--- src/rtl/mips_mem_pkg.sv ---
// ----------------------------------------------------------------------------
// mips_mem_pkg
// Shared types and constants for the unified-memory arbiter.
//   stateT  : arbiter transaction phase (IDLE -> ACCESS -> RESP)
//   ownerT  : which pipeline port owns the current transaction
//   MEM_LAT_DEFAULT : default number of memory access cycles
// ----------------------------------------------------------------------------
package mips_mem_pkg;

    typedef enum logic [1:0] {
        IDLE   = 2'd0,
        ACCESS = 2'd1,
        RESP   = 2'd2
    } stateT;

    typedef enum logic {
        OWN_I = 1'b0,
        OWN_D = 1'b1
    } ownerT;

    localparam int MEM_LAT_DEFAULT = 2;

endpackage

--- src/rtl/mem_arb_select.sv ---
// ----------------------------------------------------------------------------
// mem_arb_select
// Combinational grant decision between the fetch (I) and data (D) ports.
// Only meaningful when at least one request is high.
//   iReq       in  : fetch port request
//   dReq       in  : data port request
//   lastOwner  in  : port granted most recently
//   grantOwner out : port to grant this cycle
// Parameter RR_EN: 0 = D always wins a tie, 1 = the port not served last wins.
// ----------------------------------------------------------------------------
module mem_arb_select
    import mips_mem_pkg::*;
#(
    parameter int RR_EN = 0
) (
    input  logic  iReq,
    input  logic  dReq,
    input  ownerT lastOwner,
    output ownerT grantOwner
);

    always_comb begin
        // NOTE: assigning a default before any branching guarantees every path
        // drives the output, so no latch is inferred.
        grantOwner = OWN_I;
        if (iReq && dReq) begin
            if (RR_EN != 0) begin
                grantOwner = (lastOwner == OWN_D) ? OWN_I : OWN_D;
            end else begin
                grantOwner = OWN_D;
            end
        end else if (dReq) begin
            grantOwner = OWN_D;
        end
    end

endmodule

--- src/rtl/mem_arbiter.sv ---
// ----------------------------------------------------------------------------
// mem_arbiter
// Shares one single-ported unified memory between the fetch port (I, read-only)
// and the memory-stage port (D, load/store). One transaction at a time:
// IDLE (arbitrate + latch) -> ACCESS (MEM_LAT cycles) -> RESP (one-cycle ack).
//   clk, rst                 : clock, synchronous active-high reset
//   i_req/i_addr             : fetch request and address (held until i_ack)
//   i_rdata/i_ack/i_stall    : fetch data, completion pulse, stall to hazard unit
//   d_req/d_we/d_addr/d_wdata: data request, store flag, address, store data
//   d_rdata/d_ack/d_stall    : load data, completion pulse, stall to hazard unit
//   mem_en/mem_we            : access in progress, write strobe (last access cycle)
//   mem_addr/mem_wdata       : latched address and store data
//   mem_rdata                : memory read data, valid in the last access cycle
// ----------------------------------------------------------------------------
module mem_arbiter
    import mips_mem_pkg::*;
#(
    parameter int AW      = 32,
    parameter int DW      = 32,
    parameter int MEM_LAT = MEM_LAT_DEFAULT,
    parameter int RR_EN   = 0
) (
    input  logic          clk,
    input  logic          rst,
    input  logic          i_req,
    input  logic [AW-1:0] i_addr,
    output logic [DW-1:0] i_rdata,
    output logic          i_ack,
    output logic          i_stall,
    input  logic          d_req,
    input  logic          d_we,
    input  logic [AW-1:0] d_addr,
    input  logic [DW-1:0] d_wdata,
    output logic [DW-1:0] d_rdata,
    output logic          d_ack,
    output logic          d_stall,
    output logic          mem_en,
    output logic          mem_we,
    output logic [AW-1:0] mem_addr,
    output logic [DW-1:0] mem_wdata,
    input  logic [DW-1:0] mem_rdata
);

    localparam int            CW       = $clog2(MEM_LAT + 1);
    localparam logic [CW-1:0] CNT_LAST = CW'(MEM_LAT - 1);

    stateT         state;
    stateT         stateNext;
    logic [CW-1:0] cnt;
    ownerT         owner;
    ownerT         lastOwner;
    ownerT         grantOwner;
    logic          weLatched;
    logic          anyReq;
    logic          lastBeat;

    assign anyReq   = i_req | d_req;
    assign lastBeat = (state == ACCESS) && (cnt == CNT_LAST);

    mem_arb_select #(
        .RR_EN(RR_EN)
    ) u_select (
        .iReq      (i_req),
        .dReq      (d_req),
        .lastOwner (lastOwner),
        .grantOwner(grantOwner)
    );

    // Next-state and output decode.
    always_comb begin
        stateNext = state;
        mem_en    = 1'b0;
        mem_we    = 1'b0;
        i_ack     = 1'b0;
        d_ack     = 1'b0;
        unique case (state)
            IDLE: begin
                if (anyReq) stateNext = ACCESS;
            end
            ACCESS: begin
                mem_en = 1'b1;
                // Strobe only in the final beat, so a store aborted by reset
                // earlier never writes.
                mem_we = (owner == OWN_D) && weLatched && (cnt == CNT_LAST);
                if (lastBeat) stateNext = RESP;
            end
            RESP: begin
                i_ack     = (owner == OWN_I);
                d_ack     = (owner == OWN_D);
                // Arbitration happens only in IDLE, so a req still high here is
                // not re-granted.
                stateNext = IDLE;
            end
            default: stateNext = IDLE;
        endcase
    end

    assign i_stall = i_req & ~i_ack;
    assign d_stall = d_req & ~d_ack;

    // State register, transaction latches and per-port read data.
    always_ff @(posedge clk) begin
        // NOTE: non-blocking assignments here so every register samples the
        // pre-edge values, independent of statement order.
        if (rst) begin
            // NOTE: the read-data holding registers are reset too, because both
            // rdata outputs must read 0 after reset.
            state     <= IDLE;
            cnt       <= '0;
            owner     <= OWN_I;
            lastOwner <= OWN_I;
            weLatched <= 1'b0;
            mem_addr  <= '0;
            mem_wdata <= '0;
            i_rdata   <= '0;
            d_rdata   <= '0;
        end else begin
            state <= stateNext;
            unique case (state)
                IDLE: begin
                    if (anyReq) begin
                        owner     <= grantOwner;
                        lastOwner <= grantOwner;
                        cnt       <= '0;
                        if (grantOwner == OWN_D) begin
                            mem_addr  <= d_addr;
                            mem_wdata <= d_wdata;
                            weLatched <= d_we;
                        end else begin
                            mem_addr  <= i_addr;
                            mem_wdata <= '0;
                            weLatched <= 1'b0;
                        end
                    end
                end
                ACCESS: begin
                    if (lastBeat) begin
                        // Stores leave d_rdata untouched.
                        if (!weLatched) begin
                            if (owner == OWN_D) d_rdata <= mem_rdata;
                            else                i_rdata <= mem_rdata;
                        end
                    end else begin
                        cnt <= cnt + 1'b1;
                    end
                end
                default: ;
            endcase
        end
    end

endmodule

--- config.mk ---
export PLATFORM = sky130hd
export DESIGN_NAME = mem_arbiter
export DESIGN_NICKNAME = d
export VERILOG_FILES = /design/src/rtl/mips_mem_pkg.sv /design/src/rtl/mem_arb_select.sv /design/src/rtl/mem_arbiter.sv
export SDC_FILE = /design/constraint.sdc
export NUM_CORES = 1
export LEC_CHECK = 0
export ABC_AREA = 1
export BUFFER_PORTS_ARGS = -buffer_cell sky130_fd_sc_hd__buf_2
export CORE_UTILIZATION = 30
export DETAILED_ROUTE_END_ITERATION = 7
export SYNTH_ARGS = -nofsm -noshare
export SYNTH_HDL_FRONTEND = slang
export SYNTH_SLANG_ARGS = --single-unit
--- constraint.sdc ---
create_clock -name clk -period 1.35 [get_ports clk]
set_clock_uncertainty 0.2 [all_clocks]
set_input_delay 0.0675 -clock clk [delete_from_list [all_inputs] [get_ports clk]]
set_output_delay 0.0675 -clock clk [all_outputs]
set_load 0.01 [all_outputs]
==> results of run 1 <==
layer usage:
layer	global-route usage, %	vias up
met5	0	-
met4	7.19	0
met3	5.56	24
met2	40.1	291
met1	28.6	3343
li1	-	3469
cell type report:
type	count	area, µm²	share of cell area, %
clock inverter	11	149	1.33
multi-input combinational	550	3350	29.8
clock buffer	21	460	4.10
timing repair buffer	485	4000	35.6
tap	229	287	2.55
inverter	76	293	2.61
sequential	134	2700	24.0
per-stage QoR:
| step | std cells | utilization [%] |
|---|---|---|
| after floorplan | 817 | - |
| after global placement | 1293 | 40.8 |
| after detailed placement | 1293 | 40.8 |
| after CTS | 1509 | 59.0 |
| after global routing | 1506 | 61.7 |
| final | 1506 | 61.7 |
worst min-delay path by stage:
stage,start,endpoint,slack [ns],cells past startpoint
4_1_cts,d_req,mem_wdata[0]$_SDFFE_PP0P_,0.05,4
6_report,d_req,mem_wdata[0]$_SDFFE_PP0P_,0.08,4
3_3_place_gp,d_wdata[22],mem_wdata[22]$_SDFFE_PP0P_,0.14,3
2_1_floorplan,d_wdata[0],mem_wdata[0]$_SDFFE_PP0P_,0.03,2
5_1_grt,d_req,mem_wdata[0]$_SDFFE_PP0P_,0.08,4
3_5_place_dp,d_wdata[20],mem_wdata[20]$_SDFFE_PP0P_,0.15,3
synth_stat cells:
cell type,count,share of area (%)
a21oi_1,67,5.9
buf_6,3,0.60
nand4_1,1,0.11
nor2_4,1,0.20
nor3_4,1,0.29
nand3_1,98,8.7
nor3_1,1,0.089
buf_2,16,1.4
nand3_2,1,0.18
o21ai_2,1,0.16
clkbuf_1,22,1.5
dfxtp_1,134,48
nor2_1,139,9.2
inv_1,75,5.0
inv_2,1,0.066
o21ai_0,35,3.1
nand2_1,200,13
nor2_2,3,0.33
buf_4,12,1.6
ha_1,2,0.44
buf_1,4,0.27
cell families (layout without fill, tap and decap cells):
family | Yosys count | count (layout) | share of synthesized area (%)
AO/OA/AOI/OAI | 103 | 103 | 9.20
adder cells (fa/ha/maj) | 2 | 2 | 0.443
buffers and inverters | 133 | 593 | 10.4
flip-flops | 134 | 134 | 47.5
AND/OR/NAND/NOR | 445 | 445 | 32.4
repair_timing:
item / CTS / global route
hold buffers: 131 / 0
gates resized for setup: 190 / 145
pin swaps: 37 / 39
setup endpoints to repair: 135 / 139
gates cloned: 20 / 0
buffers inserted: 33 / 3
hold endpoints to repair: 131 / 0
report_power, final:
part,switching (mW),internal [mW]
Combinational,1.63,1.73
Clock,1.84,3.01
Sequential,0.205,4.20
tightest hold or removal path, cell delays in order:
cell and delay [ns]:
buf_2 0.20, buf_12 0.20, nand3_1 0.11, a21oi_2 0.05
state kept, by name, summed over array words and instances, names as in the netlist:
register   count
mem_wdata     32
mem_addr      32
cnt            2
d_rdata       32
i_rdata       32
weLatched      1
state          2
owner          1
==> results.toml, run 1 <==
[routing]
top_layer = "met4"
dr.pass1.iters = 7
wl_per_cell_um = 15.5
wl_met1_um = 9880
wirelength_um = 23400
met2_length_um = 11600
final_antenna_net_count = 0
via_count = 7127
route.met3.wl_um = 1580
vias_per_cell = 4.73
drt_drc_violations_left = 19
dr.first_iter.drc_count = 364

[grt]
grt_max_degree = 69
grt_pass1_vias = 6927
grt-ovfl-total = 0
antenna_found_initial = 0
grtUsageTotal_pct = 23.3
grt_first_pass_wirelength_um = 35600

[floorplan]
die_x_um = 139
die_y_um = 139
initial_core_util_pct = 31.0
dieArea_mm2 = 0.0194
row_count = 49
io_pins = 267
core-area_mm2 = 0.0182

[setup_path]
path_common_cell = "buf_6"
endpoint = "mem_wdata[6]$_SDFFE_PP0P_"
crit_chain = "buf_6 > nor2_4 > buf_6 > o21ai_4 > buf_12 > buf_8 > buf_16 > nand2_4 > a21oi_2"
crit_buf_inv = 5
critPathTopFamily = "buffers and inverters"
required_ns = 1.43
cpPeakStageDelay_ns = 0.35
crit_cells = 9
path_class = "register to register"
crit_arrival_ns = 1.74
ff2ff_path_depth = 9
crit_fanout = 5
end_kind = "register"
r2r_setup_slack_ns = -0.32
crit_start = "state[1]$_SDFFE_PP0P_"
worstReg2RegEnd = "mem_wdata[6]$_SDFFE_PP0P_"
cp_slowest_cell = "dfxtp_4"
worstReg2RegStart = "state[1]$_SDFFE_PP0P_"
critPathLaunchType = "register"

[place]
gp_congestion = 0.784
place_ws_ns = -0.168
place.detailed.hpwl_um = 12200
io_buffers = 266
place_area_mm2 = 0.00744

[yosys]
syn_area_per_cell_um2 = 6.91
synthCells = 817
yosysWarnings = 0
seq_area_frac_synth_pct = 47.5
synth_area_mm2 = 0.00564
ys_ff_latch = 134
synth_cell_types = 21
synth_fp_nets = 952

[clock_network]
clk_pin_slew_ns = 0.06
clockRootBuffer = "clkbuf_16"
clk_path_buf_depth = 2
cts_sinks = 134
cts_tree = "done"
cts.htree.levels = 4
cts_buffers = 17
clkLatencyLatePin_ns = 0.41

[sta]
setup_ws_ns = -0.318
setup-violations-final = 140
rsz0062_at_grt = "yes"
totalNegativeSetupSlack_ns = -30.16
post-route-min-period_ns = 1.67
tightest_slew_ns = 0.475
hold_viol = 0
timing.final.crit_share_pct = 124
clock.fmax_mhz = 600
slew-limit-headroom_pct = 68.3
drv_slew = 0
fin_hold_ws_ns = 0.0754

[pwr]
power_density_mw_per_mm2 = 1120
finalPower_mw = 12.6
leakagePower_nw = 5.60
peakVddDrop_mv = 0.917

[status]
status = "finished, violations left"
violations = "design-rule violations, negative setup slack"

[flow_run]
maxCapViolCount = 0

[cells_and_area]
fin_area_mm2 = 0.0112
final_nets = 1399
final_cell_mix = "263 x buf_2, 134 x nor2_1, 131 x dlygate4sd3_1, 130 x dfxtp_1, 124 x nand2_1"
area_delta_synth_final_pct = 99.1
layout-drive-gt1-share_pct = 45.3
layout_commonest_cell = "buf_2"
antenna_cells = 0
nFillCells = 1490

[hold_path]
hp-class = "primary input to register"
Note: power is estimated with default switching activity, not from simulation.
==> inputs of run 2 (changes only) <==
Clock period 1.35 ns to 1.4 ns, I/O delays scaled along.
==> run 2 against run 1 <==
The flow still finishes with violations (design-rule violations, negative setup slack); register-to-register slack lost 0.02 ns; worst setup slack lost 0.016 ns; sequential share of layout area grew 0.21 points; final cell count shrank 1.1%; via count shrank 1.5%; critical path type unchanged; critical endpoint is now i_rdata[15]$_SDFFE_PP0P_; highest routed layer unchanged; core utilization shrank 0.54 points; combinational power shrank 8.9%; total power shrank 7.7%.
==> results.toml, run 2 (synthesis results as in run 1) <==
[floorplan]
dieArea_mm2 = 0.0194
row_count = 49
core-area_mm2 = 0.0182
die_x_um = 139
io_pins = 267
initial_core_util_pct = 31.0
die_y_um = 139

[clock_network]
cts_buffers = 17
cts_tree = "done"
cts.htree.levels = 4
clockRootBuffer = "clkbuf_16"
clk_path_buf_depth = 2
clk_pin_slew_ns = 0.06
clkLatencyLatePin_ns = 0.42
cts_sinks = 134

[status]
violations = "design-rule violations, negative setup slack"
status = "finished, violations left"

[setup_path]
endpoint = "i_rdata[15]$_SDFFE_PP0P_"
cpPeakStageDelay_ns = 0.31
worstReg2RegStart = "cnt[1]$_SDFFE_PP0P_"
crit_fanout = 8
path_common_cell = "buf_6"
end_kind = "register"
required_ns = 1.56
crit_start = "cnt[1]$_SDFFE_PP0P_"
cp_slowest_cell = "dfxtp_2"
crit_arrival_ns = 1.89
path_class = "register to register"
critPathLaunchType = "register"
r2r_setup_slack_ns = -0.33
crit_chain = "inv_2 > ha_4 > buf_6 > nand3_4 > buf_6 > nor3_4 > buf_6 > buf_16 > nor2_4 > nor2_1"
ff2ff_path_depth = 10
worstReg2RegEnd = "i_rdata[15]$_SDFFE_PP0P_"

[sta]
timing.final.crit_share_pct = 124
hold_viol = 0
post-route-min-period_ns = 1.73
rsz0062_at_grt = "yes"
setup-violations-final = 139
setup_ws_ns = -0.334
tightest_slew_ns = 0.510
slew-limit-headroom_pct = 66.0
clock.fmax_mhz = 577
drv_slew = 0

[grt]
grt_pass1_vias = 6903
grtUsageTotal_pct = 22.7
grt_first_pass_wirelength_um = 34800
grt-ovfl-total = 0
grt_max_degree = 69
antenna_found_initial = 0

[pwr]
finalPower_mw = 11.6
power_density_mw_per_mm2 = 1040
peakVddDrop_mv = 0.796
leakagePower_nw = 5.50

[cells_and_area]
final_cell_mix = "262 x buf_2, 131 x dlygate4sd3_1, 128 x dfxtp_1, 126 x nor2_1, 118 x nand2_1"
nFillCells = 1548
layout-drive-gt1-share_pct = 47.2
fin_area_mm2 = 0.0111
layout_commonest_cell = "buf_2"
area_delta_synth_final_pct = 97.4
final_nets = 1382
antenna_cells = 0

[place]
io_buffers = 266
place_area_mm2 = 0.00745
place.detailed.hpwl_um = 11900
gp_congestion = 0.748

[hold_path]
hp-class = "primary input to register"

[routing]
final_antenna_net_count = 0
via_count = 7022
dr.pass1.iters = 8
wl_per_cell_um = 15.8
dr.first_iter.drc_count = 328
vias_per_cell = 4.72
wirelength_um = 23500
drt_drc_violations_left = 18

[flow_run]
maxCapViolCount = 0
## run 2: critical path: cells and delay by family (launching register included)
| family | cells | cell delay (ns) |
|---|---|---|
| buf+inv | 5 | 0.61 |
| simple gates | 4 | 0.41 |
| flops | 1 | 0.31 |
| fa+ha+maj | 1 | 0.14 |
## run 2: layout make-up
class	instances	area (µm²)	area share [%]
repair buffers	468	3790	34.0
clock buffers	18	439	3.94
well taps	229	287	2.57
inverters	76	290	2.61
clock inverters	14	126	1.13
flip-flops and latches	134	2700	24.2
multi-input cells	550	3510	31.5
## run 2: per-stage QoR
stage                     setup TNS, ns  worst slack, ns  util (%)  instances  hold WS (ns)
after floorplan                       0           0.0120         -        817        0.0346
after global routing             -37.75           -0.407      61.2       1489        0.0557
after CTS                        -28.95           -0.324      57.2       1488        0.0286
final                            -28.75           -0.334      61.2       1489        0.0459
after detailed placement          -4.94          -0.0912      40.9       1289         0.144
after global placement            -3.06          -0.0836      40.9       1289         0.141
## run 2: repair_timing
| action | in CTS | in global routing |
|---|---|---|
| buffers inserted | 24 | 8 |
| gates resized for setup | 161 | 197 |
| hold buffers | 131 | 0 |
| pin swaps | 29 | 44 |
| hold endpoints to repair | 131 | 0 |
| gates cloned | 13 | 5 |
| endpoints found under the setup margin | 133 | 139 |
## run 2: per-layer routing
layer	vias to the layer above	share of wire [%]	GRT usage, %
li1	3428	-	-
met3	42	6.4	5.52
met2	286	50	39.5
met4	0	2.2	8.19
met5	-	0	0
met1	3266	41	27.0
## run 2: worst min-delay path by stage
stage | cells after the start | to | from | slack [ns]
after floorplan | 2 | mem_wdata[0]$_SDFFE_PP0P_ | d_wdata[0] | 0.03
after global placement | 3 | mem_wdata[11]$_SDFFE_PP0P_ | d_wdata[11] | 0.14
after detailed placement | 3 | mem_wdata[11]$_SDFFE_PP0P_ | d_wdata[11] | 0.14
after CTS | 5 | mem_addr[13]$_SDFFE_PP0P_ | i_req | 0.03
after global routing | 4 | mem_wdata[0]$_SDFFE_PP0P_ | d_req | 0.06
final | 4 | mem_wdata[0]$_SDFFE_PP0P_ | d_req | 0.05
## run 2: report_power, final
part | total (mW) | internal (mW) | leakage [nW] | switching, mW
registers | 4.24 | 4.05 | 1.09 | 0.190
clock network | 4.33 | 2.50 | 0.265 | 1.84
logic | 3.06 | 1.50 | 4.14 | 1.56
